## src/rtl/dds_pkg.sv

```systemverilog
// Shared DDS stream definitions: sample packing defaults, beat vector type,
// tone-meter state encoding and the crossing-count width helper.
package dds_pkg;

    localparam int DDS_SAMPLE_WIDTH     = 18;
    localparam int DDS_PARALLEL_SAMPLES = 4;

    // One beat of PARALLEL_SAMPLES signed samples, lane 0 (oldest) in the LSBs.
    typedef logic [DDS_PARALLEL_SAMPLES*DDS_SAMPLE_WIDTH-1:0] sample_beat_t;

    typedef enum logic {
        METER_IDLE,
        METER_COUNT
    } meter_state_t;

    function automatic int count_bits(input int gate_bits, input int parallel_samples);
        return gate_bits + $clog2(parallel_samples + 1);
    endfunction

endpackage

```

## src/rtl/zero_cross_detect.sv

```systemverilog
// Hysteretic rising-zero-crossing detector over one beat of parallel samples;
// the armed flag carries from the newest lane of one beat to the oldest of the next.
module zero_cross_detect #(
    parameter int SAMPLE_WIDTH     = 18,
    parameter int PARALLEL_SAMPLES = 4,
    parameter int HYST             = 64,
    localparam int CROSS_BITS      = $clog2(PARALLEL_SAMPLES + 1)
) (
    input  logic                                      clk,
    input  logic                                      reset,
    input  logic                                      beat_valid,
    input  logic [PARALLEL_SAMPLES*SAMPLE_WIDTH-1:0]  beat_data,
    output logic [CROSS_BITS-1:0]                     crossings
);

    localparam logic signed [SAMPLE_WIDTH-1:0] POS_TH = SAMPLE_WIDTH'(HYST);
    localparam logic signed [SAMPLE_WIDTH-1:0] NEG_TH = -POS_TH;

    logic armed;
    logic armed_next;

    // NOTE: blocking assignments here model the lane-to-lane chain; each lane sees
    // the armed value left by the previous lane in the same beat.
    always_comb begin
        // NOTE: every variable gets a default first so no latch is inferred.
        armed_next = armed;
        crossings  = '0;
        for (int i = 0; i < PARALLEL_SAMPLES; i++) begin
            if ($signed(beat_data[i*SAMPLE_WIDTH +: SAMPLE_WIDTH]) < NEG_TH) begin
                armed_next = 1'b1;
            end else if (armed_next &&
                         $signed(beat_data[i*SAMPLE_WIDTH +: SAMPLE_WIDTH]) >= POS_TH) begin
                crossings  = crossings + CROSS_BITS'(1);
                armed_next = 1'b0;
            end
        end
    end

    // The detector tracks every valid beat, counting or not, so arming survives gate changes.
    always_ff @(posedge clk or posedge reset) begin
        if (reset) begin
            armed <= 1'b0;
        end else if (beat_valid) begin
            armed <= armed_next;
        end
    end

endmodule

```

## src/rtl/tone_freq_meter.sv

```systemverilog
// Counts rising zero crossings of a parallel sample stream over a programmable
// gate of valid beats and reports one {overrun, count} result per window.
module tone_freq_meter
    import dds_pkg::*;
#(
    parameter int SAMPLE_WIDTH     = DDS_SAMPLE_WIDTH,
    parameter int PARALLEL_SAMPLES = DDS_PARALLEL_SAMPLES,
    parameter int GATE_BITS        = 16,
    parameter int HYST             = 64,
    localparam int COUNT_BITS      = count_bits(GATE_BITS, PARALLEL_SAMPLES),
    localparam int CROSS_BITS      = $clog2(PARALLEL_SAMPLES + 1)
) (
    input  logic                                      clk,
    input  logic                                      reset,
    input  logic [PARALLEL_SAMPLES*SAMPLE_WIDTH-1:0]  samples_in_data,
    input  logic                                      samples_in_valid,
    output logic                                      samples_in_ready,
    input  logic [GATE_BITS-1:0]                      gate_len_in_data,
    input  logic                                      gate_len_in_valid,
    output logic                                      gate_len_in_ready,
    output logic [COUNT_BITS:0]                       freq_out_data,
    output logic                                      freq_out_valid,
    input  logic                                      freq_out_ready
);

    meter_state_t            state;
    logic [GATE_BITS-1:0]    gate_len;
    logic [GATE_BITS-1:0]    beat_cnt;
    logic [CROSS_BITS-1:0]   cross_now;
    logic [CROSS_BITS-1:0]   cross_q;
    logic                    cross_valid_q;
    logic                    close_q;
    logic [COUNT_BITS-1:0]   acc;
    logic                    counting_beat;
    logic                    closing_beat;

    assign samples_in_ready  = 1'b1;
    assign gate_len_in_ready = 1'b1;

    assign counting_beat = (state == METER_COUNT) && samples_in_valid;
    assign closing_beat  = counting_beat && (beat_cnt == gate_len - GATE_BITS'(1));

    zero_cross_detect #(
        .SAMPLE_WIDTH     (SAMPLE_WIDTH),
        .PARALLEL_SAMPLES (PARALLEL_SAMPLES),
        .HYST             (HYST)
    ) u_detect (
        .clk        (clk),
        .reset      (reset),
        .beat_valid (samples_in_valid),
        .beat_data  (samples_in_data),
        .crossings  (cross_now)
    );

    // Stage 1: gate FSM and beat counter; registers this beat's crossing count.
    always_ff @(posedge clk or posedge reset) begin
        if (reset) begin
            state         <= METER_IDLE;
            gate_len      <= '0;
            beat_cnt      <= '0;
            cross_q       <= '0;
            cross_valid_q <= 1'b0;
            close_q       <= 1'b0;
        end else begin
            cross_q <= cross_now;
            if (gate_len_in_valid) begin
                gate_len      <= gate_len_in_data;
                beat_cnt      <= '0;
                state         <= (gate_len_in_data != '0) ? METER_COUNT : METER_IDLE;
                cross_valid_q <= 1'b0;
                close_q       <= 1'b0;
            end else begin
                cross_valid_q <= counting_beat;
                close_q       <= closing_beat;
                if (counting_beat) begin
                    beat_cnt <= closing_beat ? '0 : beat_cnt + GATE_BITS'(1);
                end
            end
        end
    end

    // Stage 2: accumulate, close the window and hold the result until accepted.
    always_ff @(posedge clk or posedge reset) begin
        if (reset) begin
            acc            <= '0;
            freq_out_valid <= 1'b0;
            freq_out_data  <= '0;
        end else begin
            if (close_q) begin
                freq_out_data  <= {freq_out_valid && !freq_out_ready,
                                   acc + COUNT_BITS'(cross_q)};
                freq_out_valid <= 1'b1;
            end else if (freq_out_valid && freq_out_ready) begin
                freq_out_valid <= 1'b0;
            end

            if (gate_len_in_valid || close_q) begin
                acc <= '0;
            end else if (cross_valid_q) begin
                acc <= acc + COUNT_BITS'(cross_q);
            end
        end
    end

endmodule

```

## config.mk

```make
export PLATFORM = sky130hd
export DESIGN_NAME = tone_freq_meter
export DESIGN_NICKNAME = d
export VERILOG_FILES = /design/src/rtl/dds_pkg.sv /design/src/rtl/zero_cross_detect.sv /design/src/rtl/tone_freq_meter.sv
export SDC_FILE = /design/constraint.sdc
export NUM_CORES = 1
export LEC_CHECK = 0
export ABC_AREA = 1
export CAP_MARGIN = 10
export CORE_MARGIN = 3
export CORE_UTILIZATION = 55
export DETAILED_ROUTE_END_ITERATION = 10
export PLACE_DENSITY = 0.84
export REMOVE_ABC_BUFFERS = 1
export SYNTH_ARGS = -nofsm -noshare
export SYNTH_HDL_FRONTEND = slang
export SYNTH_HIERARCHICAL = 1
export SYNTH_SLANG_ARGS = --single-unit
```

## constraint.sdc

```tcl
create_clock -name clk -period 5.73 [get_ports clk]
set_clock_uncertainty 0.05 [all_clocks]
set_input_delay 0.8595 -clock clk [delete_from_list [all_inputs] [get_ports clk]]
set_output_delay 0.8595 -clock clk [all_outputs]
set_load 0.02 [all_outputs]
```

# Word-level counts from Yosys, hierarchy flattened

Index checks and enable logic that the tools add are counted.

Output and inout bits: 23
Register bits after elaboration: 79
Input port bits: 93

$lt $le $gt $ge: 8
Reduce and logical (&&, ||, !) cells: 14
Muxes and demuxes: 26
$add $sub $neg: 6
Eq/ne operators: 1

Operators by type and width:

| kind                                                                                 | number |
|---|---|
| 18-bit by 8-bit greater-or-equal comparator with 1-bit output, second input constant | 4 |
| 18-bit by 7-bit less-than comparator with 1-bit output, second input constant        | 4 |
| 16-bit two-way mux                                                                   | 3 |
| 19-bit two-way mux                                                                   | 2 |
| 3-bit two-way mux                                                                    | 7 |
| 19-bit by 3-bit adder with 19-bit output                                             | 1 |
| 16-bit by 1-bit adder with 16-bit output, second input constant                      | 1 |
| 16-bit equality test                                                                 | 1 |
| 16-bit nonzero test                                                                  | 1 |
| 16-bit by 1-bit subtractor with 16-bit output, second input constant                 | 1 |
| 1-bit two-way mux                                                                    | 14 |
| 3-bit by 1-bit adder with 3-bit output, second input constant                        | 3 |
| 1-bit logical AND                                                                    | 8 |
| 2-bit nonzero test                                                                   | 3 |
| 1-bit logical NOT                                                                    | 1 |
| 1-bit logical OR                                                                     | 1 |

# Logic depth before layout (Yosys ltp)

Depth in word-level cells: 13
Gate-level depth with buffers: 16
Gate-level depth less buffers: 16

# Cells and area by module

Netlist, hierarchy kept.

Modules (own cells, without submodules):

| module            | times used | area each (µm²) | cells an instance | seq. area each (µm²) |
|---|---|---|---|---|
| tone_freq_meter   | 1          | 4,311.6         | 579               | 1,951.9 |
| zero_cross_detect | 1          | 626.9           | 133               | 25.0 |

# Worst setup path before layout

Ideal clock, no wire load.

Kind: input -> register
Start: in samples_in_data[17]
End: reg cross_q[1]
Path slack: 3,018 ps
Stages: 16
Arrival time: 2,546 ps
Path buffers: 0
Setup time: 117 ps
Path through: nor2_1 > nand2_1 > nor2_1 > nand2_1 > nand2_2 > nand2_1 > a21oi_1 > ha_1 > nand2_1 > o21ai_2 > ha_1 > nand3_1 > nand2_2 > ha_1 > nand2_1 > nand2_1

Word-level cells in the longest chain between the ends: 13
Elaborated cells on any way between the ends: 23
Those cells by class: add/sub: 3; order compare: 2; mux: 14; reduce/logical: 4

Ends and longest elaborated chain:

| item                                                                               | line                                             | text |
|---|---|---|
| from (decl)                                                                        | tone_freq_meter.sv:15                            | `input logic [PARALLEL_SAMPLES*SAMPLE_WIDTH-1:0] samples_in_data,` |
| 18-bit by 8-bit greater-or-equal comparator with 1-bit output                      | zero_cross_detect.sv:32                          | `$signed(beat_data[i*SAMPLE_WIDTH +: SAMPLE_WIDTH]) >= POS_TH) begin` |
| 1-bit logical AND                                                                  | zero_cross_detect.sv:31                          | `end else if (armed_next &&` |
| 1-bit two-way mux                                                                  | zero_cross_detect.sv:31                          |  |
| 3-bit two-way mux / 1-bit two-way mux (equally long branches)                      | zero_cross_detect.sv:29                          | `if ($signed(beat_data[i*SAMPLE_WIDTH +: SAMPLE_WIDTH]) < NEG_TH) begin` |
| 3-bit by 1-bit adder with 3-bit output / 1-bit logical AND (equally long branches) | zero_cross_detect.sv:33, zero_cross_detect.sv:31 |  |
| 3-bit two-way mux / 1-bit two-way mux (equally long branches)                      | zero_cross_detect.sv:31                          |  |
| 3-bit two-way mux / 1-bit two-way mux (equally long branches)                      | zero_cross_detect.sv:29                          |  |
| 3-bit by 1-bit adder with 3-bit output / 1-bit logical AND (equally long branches) | zero_cross_detect.sv:33, zero_cross_detect.sv:31 |  |
| 3-bit two-way mux / 1-bit two-way mux (equally long branches)                      | zero_cross_detect.sv:31                          |  |
| 3-bit two-way mux / 1-bit two-way mux (equally long branches)                      | zero_cross_detect.sv:29                          |  |
| 3-bit by 1-bit adder with 3-bit output / 1-bit logical AND (equally long branches) | zero_cross_detect.sv:33, zero_cross_detect.sv:31 |  |
| 3-bit two-way mux                                                                  | zero_cross_detect.sv:31                          |  |
| 3-bit two-way mux *                                                                | zero_cross_detect.sv:29                          |  |
| named net cross_now[1]                                                             | tone_freq_meter.sv:29                            | `logic [CROSS_BITS-1:0] cross_now;` |
| to (signal assigned)                                                               | tone_freq_meter.sv:65                            | `cross_q <= cross_now;` |
| to (decl)                                                                          | tone_freq_meter.sv:30                            | `logic [CROSS_BITS-1:0] cross_q;` |

Mark *: on every way through the listed nets, which the timed path passes. The rest lies on a longest branch.
A chain may end at the register's enable or synchronous reset.

# Worst setup path in the final report

Start: in gate_len_in_valid
End: reg beat_cnt[6]

Word-level cells in the longest chain between the ends: 1
Elaborated cells on any way between the ends: 2
Those cells by class: mux: 1; reduce/logical: 1

Ends and longest elaborated chain:

| item                                                            | line                  | text |
|---|---|---|
| from (decl)                                                     | tone_freq_meter.sv:19 | `input logic gate_len_in_valid,` |
| 16-bit two-way mux / 2-bit nonzero test (equally long branches) | -                     |  |
| to (signal assigned)                                            | tone_freq_meter.sv:76 | `beat_cnt <= closing_beat ? '0 : beat_cnt + GATE_BITS'(1);` |
| to (decl)                                                       | tone_freq_meter.sv:28 | `logic [GATE_BITS-1:0] beat_cnt;` |

Several ways; a longest one is shown, not always the timed one.

==> impl_metrics.env <==
export IMPL_p_per_area_mw_per_mm2=192
export IMPL_tns_ns=0
export IMPL_p_sw_share_pct=28.7
export IMPL_criticalPathCategory="in -> reg"
export IMPL_synth_cell_types=38
export IMPL_dieHeight_um=101
export IMPL_hp_class="reg -> reg"
export IMPL_dr_pass1_iters=4
export IMPL_ys_seq_area_share_pct=40.0
export IMPL_clk_pin_slew_ns=0.09
export IMPL_io_buffers=89
export IMPL_cp_data_arrival_time_ns=3.39
export IMPL_fp_dieW_um=101
export IMPL_synth_area_top_cells="dfrtp_1, nand2_1, inv_1"
export IMPL_crit_path_end_kind="register"
export IMPL_dr_wl_met3_um=435
export IMPL_post_drt_wl_per_cell_um=12.2
export IMPL_routed_via_density=5.15
export IMPL_gp_congestion=0.889
export IMPL_nets=901
export IMPL_drt_met1_wl_um=4830
export IMPL_ir_drop_mv=0.139
export IMPL_overflow=0
export IMPL_hpwl_um=8650
export IMPL_synth_warnings=6
export IMPL_synth_edf_count=0
export IMPL_top_layer="met4"
export IMPL_initial_core_util_pct=58.3
export IMPL_cts_root_buf="clkbuf_8"
export IMPL_path_max_fanout=31
export IMPL_period_needed_ns=3.16
export IMPL_yosysTopAreaCell="dfrtp_1"
export IMPL_htree_levels=3
export IMPL_cts_buffers=9
export IMPL_dpl_worst_slack_ns=2.24
export IMPL_clk_path_buf_depth=2
export IMPL_internal_power_uw=833
export IMPL_clkSinkCount=79
export IMPL_pin_count=116
export IMPL_max_cap_violations=0
export IMPL_worst_pin_slew_ns=1.09
export IMPL_relSlewSlack_pct=27.3
export IMPL_cts_resized=0
export IMPL_grt_pass1_vias=4557
export IMPL_worst_slack_ns=2.57
export IMPL_period_share_pct=55.2
export IMPL_synth_top_area_share_pct=40.0
export IMPL_p_leak_uw=0.00300
export IMPL_antenna_found_initial=0
export IMPL_cts_tree="done"
export IMPL_p_comb_share_pct=15.9
export IMPL_drcViolationCount=0
export IMPL_grt_usage_pct=22.8
export IMPL_dr_first_iter_drc_count=276
export IMPL_grt_max_degree=47
export IMPL_timing_critical_path_required_ns=5.96
export IMPL_power_share_clock_pct=33.8
export IMPL_p_seq_share_pct=50.3
export IMPL_design_die_area_mm2=0.0102
export IMPL_hold_viol=0
export IMPL_routed_wl_um=11100
export IMPL_num_rows=33
export IMPL_ant_nets=0
export IMPL_avgSynthCellArea_um2=6.94
export IMPL_max_freq_ghz=0.316
export IMPL_synth_ff_type="dfrtp_1"
export IMPL_num_antenna_cells=0
export IMPL_ys_seq_elements=79
export IMPL_hold_buffers=0
export IMPL_met2WireLength_um=5700
export IMPL_grt_pass1_wl_um=19200
export IMPL_drive_above_1_share_pct=6.09
export IMPL_core_area_mm2=0.00846
export IMPL_finish_utilization_pct=71.9
export IMPL_status="finished clean"
export IMPL_synthArstFlopShare_pct=100
export IMPL_clock_latency_ns=0.35
export IMPL_cts_setup_buffers=0
export IMPL_crit_path_start_kind="input pin"
export IMPL_syn_area_mm2=0.00494
export IMPL_vias=4684
export IMPL_final_max_slew_violation_count=0
export IMPL_areaGrowthSynthToFinish_pct=23.3
export IMPL_setup_viol=0
export IMPL_synthCells=712
export IMPL_rsz0062_at_grt="no"
export IMPL_p_sw_uw=336
-- cells by family after synthesis --
| logic type | synth area share [%] |
|---|---|
| DFF | 40.0 |
| xor gates and xnor gates | 4.97 |
| adders and majority gates | 2.43 |
| and+or+nand+nor | 38.1 |
| AOI/OAI and AO/OA | 6.49 |
| buffers and inverters | 7.93 |
| other | 0.0759 |
-- registers in the layout (all words and copies together), names as in the netlist --
register / flops
freq_out_data: 20
acc: 19
beat_cnt: 16
gate_len: 16
cross_q: 3
close_q: 1
cross_valid_q: 1
freq_out_valid: 1
state: 1
u_detect/armed: 1
-- metal layers --
layer | vias up | GRT usage (%)
li1 | 2410 | -
met1 | 2153 | 26.9
met2 | 103 | 41.6
met3 | 18 | 4.22
met4 | 0 | 7.25
met5 | - | 0
-- critical path: stages --
cell             delay [ns]
clkdlybuf4s50_1        0.91
nor2_1                 0.98
inv_1                  0.22
nor3_1                 0.26
nand2_1                0.08
nand2_1                0.08
-- cells in the final DEF (no fill, tap or decap), drive strengths merged, types with 2 or more instances in the layout --
cell type	count
dfrtp	79
nand3b	3
a22o	2
nand3	48
nor2	82
nand4	12
and2	2
conb	2
ha	8
xnor2	7
a31oi	2
nor3	9
nor4	5
clkbuf	10
o22ai	6
clkdlybuf4s50	89
nand2	278
a21oi	10
xor2	18
clkinvlp	2
o21ai	34
inv	88
-- final cells by class --
cell class	count	area, um^2
clock buffers	10	138
clock inverters	6	52.6
fillers	691	2370
inverters	85	319
multi-input cells	534	2570
flip-flops and latches	79	1980
well taps	105	131
repair buffers	90	898
-- cells in the mapped netlist (2+ instances only) --
cell type / instances
nand2_1: 266
inv_1: 85
dfrtp_1: 79
nor2_1: 72
nand3_1: 45
o21ai_0: 30
xor2_1: 18
nand2_2: 12
nand4_1: 11
a21oi_1: 10
clkbuf_1: 10
ha_1: 8
nor3_1: 8
nor2_2: 7
xnor2_1: 7
o22ai_1: 6
nor4_1: 5
nand3_2: 3
nand3b_1: 3
nor2_4: 3
a22o_1: 2
a31oi_1: 2
and2_0: 2
buf_4: 2
o21ai_1: 2
o21ai_2: 2
-- path summary, 6_finish.rpt --
kind / from / to / slack [ns] / cells after the start
worst min register to register: freq_out_data[13] / freq_out_data[13] / 0.44 / 2
worst max register to register: gate_len[0] / beat_cnt[5] / 3.35 / 13
worst max-delay path: gate_len_in_valid / beat_cnt[6] / 2.57 / 6
worst min-delay path: freq_out_data[13] / freq_out_data[13] / 0.44 / 2
min in group asynchronous: reset / u_detect/armed / 0.63 / 2
max in group asynchronous: reset / acc[6] / 3.65 / 3
-- per-stage QoR --
| stage | hold slack [ns] | area (um^2) | total power [uW] | cells |
|---|---|---|---|---|
| finish | 0.435 | 6090 | 1170 | 909 |
| global route | 0.457 | 6090 | 1230 | 909 |
| CTS | 0.440 | 6090 | 1180 | 909 |
| detailed placement | 0.415 | 5900 | 785 | 893 |
| global placement | 0.408 | 5900 | 778 | 893 |
| floorplan | 0.412 | 4870 | 703 | 698 |
-- power by group through the flow --
stage	Combinational, uW	Clock [uW]	Sequential [uW]
after floorplan	108	0	595
after global placement	180	0	598
after detailed placement	186	0	599
after CTS	187	406	588
after global routing	211	427	591
final	186	395	588
(Power assumes the default switching activity.)
